**src/rtl/if_stage.sv**
```systemverilog
// Instruction fetch stage: PC register, next-PC selection and IF/ID pipeline register.
// Define IF_STAGE_STALL_CNT_EN to add the saturating StallCount output.
module if_stage #(
  parameter int unsigned               PC_WIDTH    = 8,
  parameter int unsigned               INSTR_WIDTH = 16,
  parameter logic [PC_WIDTH-1:0]       RESET_PC    = '0,
  parameter logic [INSTR_WIDTH-1:0]    NOP_INSTR   = '0
) (
  input  logic                   clk,
  input  logic                   reset,
  input  logic                   PCWrite,
  input  logic                   IFIDWrite,
  input  logic                   PCSrc,
  input  logic                   Flush,
  input  logic [PC_WIDTH-1:0]    BranchTarget,
  output logic [PC_WIDTH-1:0]    ImemAddr,
  input  logic [INSTR_WIDTH-1:0] ImemData,
  output logic [INSTR_WIDTH-1:0] IFIDInstr,
  output logic [PC_WIDTH-1:0]    IFIDPCPlus1,
  output logic                   IFIDValid
`ifdef IF_STAGE_STALL_CNT_EN
  ,
  output logic [15:0]            StallCount
`endif
);

  logic [PC_WIDTH-1:0] pc;
  logic [PC_WIDTH-1:0] pc_plus1;

  // Natural modulo-2^PC_WIDTH wrap; no overflow indication.
  assign pc_plus1 = pc + PC_WIDTH'(1);
  assign ImemAddr = pc;

  // A redirect wins over a stall.
  always_ff @(posedge clk or posedge reset) begin
    if (reset) begin
      pc <= RESET_PC;
    end else if (PCSrc) begin
      pc <= BranchTarget;
    end else if (PCWrite) begin
      pc <= pc_plus1;
    end
  end

  // A flush inserts a bubble even while the register is held.
  always_ff @(posedge clk or posedge reset) begin
    if (reset) begin
      IFIDInstr   <= NOP_INSTR;
      IFIDPCPlus1 <= '0;
      IFIDValid   <= 1'b0;
    end else if (Flush) begin
      IFIDInstr   <= NOP_INSTR;
      IFIDPCPlus1 <= '0;
      IFIDValid   <= 1'b0;
    end else if (IFIDWrite) begin
      IFIDInstr   <= ImemData;
      IFIDPCPlus1 <= pc_plus1;
      IFIDValid   <= 1'b1;
    end
  end

`ifdef IF_STAGE_STALL_CNT_EN
  logic [15:0] stall_cnt;

  always_ff @(posedge clk or posedge reset) begin
    if (reset) begin
      stall_cnt <= '0;
    end else if (!PCWrite && !PCSrc && (stall_cnt != '1)) begin
      stall_cnt <= stall_cnt + 16'd1;
    end
  end

  assign StallCount = stall_cnt;
`endif

endmodule

```
**config.mk**
```make
export PLATFORM = sky130hd
export DESIGN_NAME = if_stage
export DESIGN_NICKNAME = d
export VERILOG_FILES = /design/src/rtl/if_stage.sv
export SDC_FILE = /design/constraint.sdc
export NUM_CORES = 1
export LEC_CHECK = 0
export ABC_AREA = 0
export BUFFER_PORTS_ARGS = -buffer_cell sky130_fd_sc_hd__buf_2
export CAP_MARGIN = 20
export CORE_MARGIN = 10
export CORE_UTILIZATION = 47
export CTS_CLUSTER_SIZE = 12
export DETAILED_ROUTE_END_ITERATION = 12
export PLACE_DENSITY = 0.78
export SLEW_MARGIN = 20
export SYNTH_ARGS = -nofsm -noshare
export SYNTH_HDL_FRONTEND = slang
export SYNTH_SLANG_ARGS = --single-unit
```
**constraint.sdc**
```tcl
create_clock -name clk -period 1.9 [get_ports clk]
set_clock_uncertainty 0.1 [all_clocks]
set_input_delay 0.095 -clock clk [delete_from_list [all_inputs] [get_ports clk]]
set_output_delay 0.095 -clock clk [all_outputs]
set_load 0.05 [all_outputs]
```
==> flow_summary.toml <==
[global_routing]
grt_pass1_vias = 1417
grt_use_met2_pct = 26.0
antenna_found_initial = 0
met3_usage_pct = 6.06
grt_max_degree = 34
grt_busiest_layer = "met2"
grt_pass1_wl_mm = 7.02
grt_use_total_pct = 14.6
grtUsageMet1_pct = 15.1
gr-total-overflow = 0

[timing]
timing.hold.ws_ps = 35.2
fmax_mhz = 607
worst_pin_slew_ps = 454
min_period_ps = 1650
setup_tns_ps = 0
rsz0062_at_grt = "false"
hold_viol = 0
min_period_over_period_pct = 86.7
fin_ws_ps = 252
maxSlewViolCount = 0
finalSetupViolCount = 0
slew_headroom_pct = 69.7

[synthesis]
ys_types = 21
postSynth.asyncResetShare_pct = 100
ys_warn_count = 0
syn_inst = 148
synthFlopType = "dfrtp_1"
ys_ff_latch = 33
synth_enable_flop_cells = 0
yosysMostFrequentCell = "dfrtp_1"
post-synth-top-area-fraction_pct = 53.8
synth_area_leaders = "dfrtp_1, mux2i_1, nor2_1"
syn_area_um2 = 1530
ys_seq_area_share_pct = 53.8
synth_nets = 179
synth_common_cells = "dfrtp_1, nor2_1, mux2i_1"
syn_avg_cell_area_um2 = 10.4
yosysTopAreaCell = "dfrtp_1"

[clocking]
cts-root-buf = "clkbuf_4"
htreeDepth = 2
cts.sinks = 33
path_clk_slew_ps = 100
cts_tree = "done"
clkLatencyLatePin_ps = 340
cts_buffer_depth = 2
cts-buffers-inserted = 5

[status]
status = "completed"

[detailed_routing]
drt_wl_total_mm = 4.29
drt-initial-drc-count = 29
routed_via_density = 4.86
first_pass_iters = 4
wire_per_inst_um = 15.5
drcViolationCount = 0
drtAntennaViolNets = 0
dr_total_vias = 1342

[final_layout]
drive_gt1_share_pct = 31.5
fin_area_um2 = 2200
final_util_pct = 71.4
diodes = 0
syn2layout_area_growth_pct = 43.3
nNetsFinal = 262
stdcell_count = 276

[power]
ir_drop_uv = 645
total_power_mw = 1.86
p_per_area_nw_per_um2 = 846
power.leakage_nw = 1.12

[place]
dp_cells = 243
dp_hpwl_mm = 2.98
dp_slack_ps = 276
portBuffers = 62
place_area_um2 = 1860
gp_congestion = 0.805

[critical_path]
critPathRequiredTime_ps = 2050
cp-end-kind = "register"
worstSetupStartpointType = "register"
arrival_ps = 1800
crit_type = "reg2reg"
cp_max_fo = 6

[job]
max_cap_violations = 0

[die]
num_rows = 20
num_io_pins = 63
coreArea_um2 = 3080
start_util_pct = 49.8
die_w_um = 77.1
die_area_um2 = 5950
die_h_um = 77.1

[hold_path]
hold_class = "in2reg"
-- report_power, final --
group	internal, mW	switching (mW)	leakage (nW)
Clock	0.314	0.236	0.0455
Sequential	0.755	0.0605	0.426
Combinational	0.161	0.334	0.647
-- path summary, 6_finish.rpt --
kind                                         start                         end  slack, ps  depth (start not counted)
max                        ImemAddr[1]$_DFFE_PP0P_  IFIDPCPlus1[6]$_DFFE_PP0P_        250                          4
min                                          PCSrc     ImemAddr[4]$_DFFE_PP0P_         40                          3
max reg2reg                ImemAddr[1]$_DFFE_PP0P_  IFIDPCPlus1[6]$_DFFE_PP0P_        250                          4
min reg2reg                  IFIDValid$_DFFE_PP0P_       IFIDValid$_DFFE_PP0P_        410                          2
max in group asynchronous                    reset    IFIDInstr[5]$_DFFE_PP0P_       1140                          4
min in group asynchronous                    reset   IFIDInstr[10]$_DFFE_PP0P_        270                          4
-- layout make-up --
cell class                 count  area, µm²
clock inverter                 1       30.0
clock buffer                   7       55.1
tap                           44       55.1
timing repair buffer          89        588
sequential                    33        826
multi-input combinational    101        641
inverter                       1       3.75
fill                         243        880
-- metal layers --
metal	part of all wire [%]	vias up	wire length, µm
li1	-	673	-
met1	40	620	1700
met2	52	44	2240
met3	6.9	5	294
met4	1.1	0	48
met5	0	-	0
-- cells by family after synthesis --
logic type / Yosys count / synth area share (%)
DFF: 33 / 53.8
buffers and inverters: 14 / 4.40
muxes: 18 / 11.7
and+or+nand+nor: 57 / 17.9
AOI/OAI and AO/OA: 18 / 7.26
adders and majority gates: 1 / 0.816
xor gates and xnor gates: 7 / 4.00
-- worst max-delay path, stage by stage (launching register included) --
cell and delay [ps]:
dfrtp_1 490, ha_1 320, nand2_1 90, or3_1 310, a311oi_1 240
-- sequential cells by signal (all words and copies together), names as in the netlist --
| name | cells |
|---|---|
| IFIDInstr | 16 |
| IFIDPCPlus1 | 8 |
| IFIDValid | 1 |
| ImemAddr | 8 |
-- cells in the final DEF (no fill, tap or decap), types with 2 or more instances in the layout --
| master | netlist | routed |
|---|---|---|
| nor2_1 | 26 | 26 |
| or4_1 | 3 | 3 |
| dfrtp_1 | 33 | 33 |
| nand2_1 | 11 | 11 |
| buf_2 | 3 | 62 |
| xnor2_1 | 2 | 2 |
| nand3_1 | 6 | 6 |
| a211oi_1 | 4 | 4 |
| nand4_1 | 3 | 3 |
| mux2i_1 | 18 | 18 |
| o21ai_0 | 11 | 11 |
| clkbuf_4 | 0 | 5 |
| nor2b_1 | 3 | 3 |
| xor2_1 | 5 | 5 |
| dlygate4sd3_1 | 0 | 25 |
| a311oi_1 | 3 | 3 |
| or3_1 | 3 | 3 |
-- repair_timing --
action | in CTS | in global routing
endpoints found under the setup margin | 0 | 0
setup buffers | 0 | 0
hold buffers | 25 | 0
resized for setup | 0 | 0
hold endpoints to repair | 57 | 0
Power figures use the tool's default switching activity.
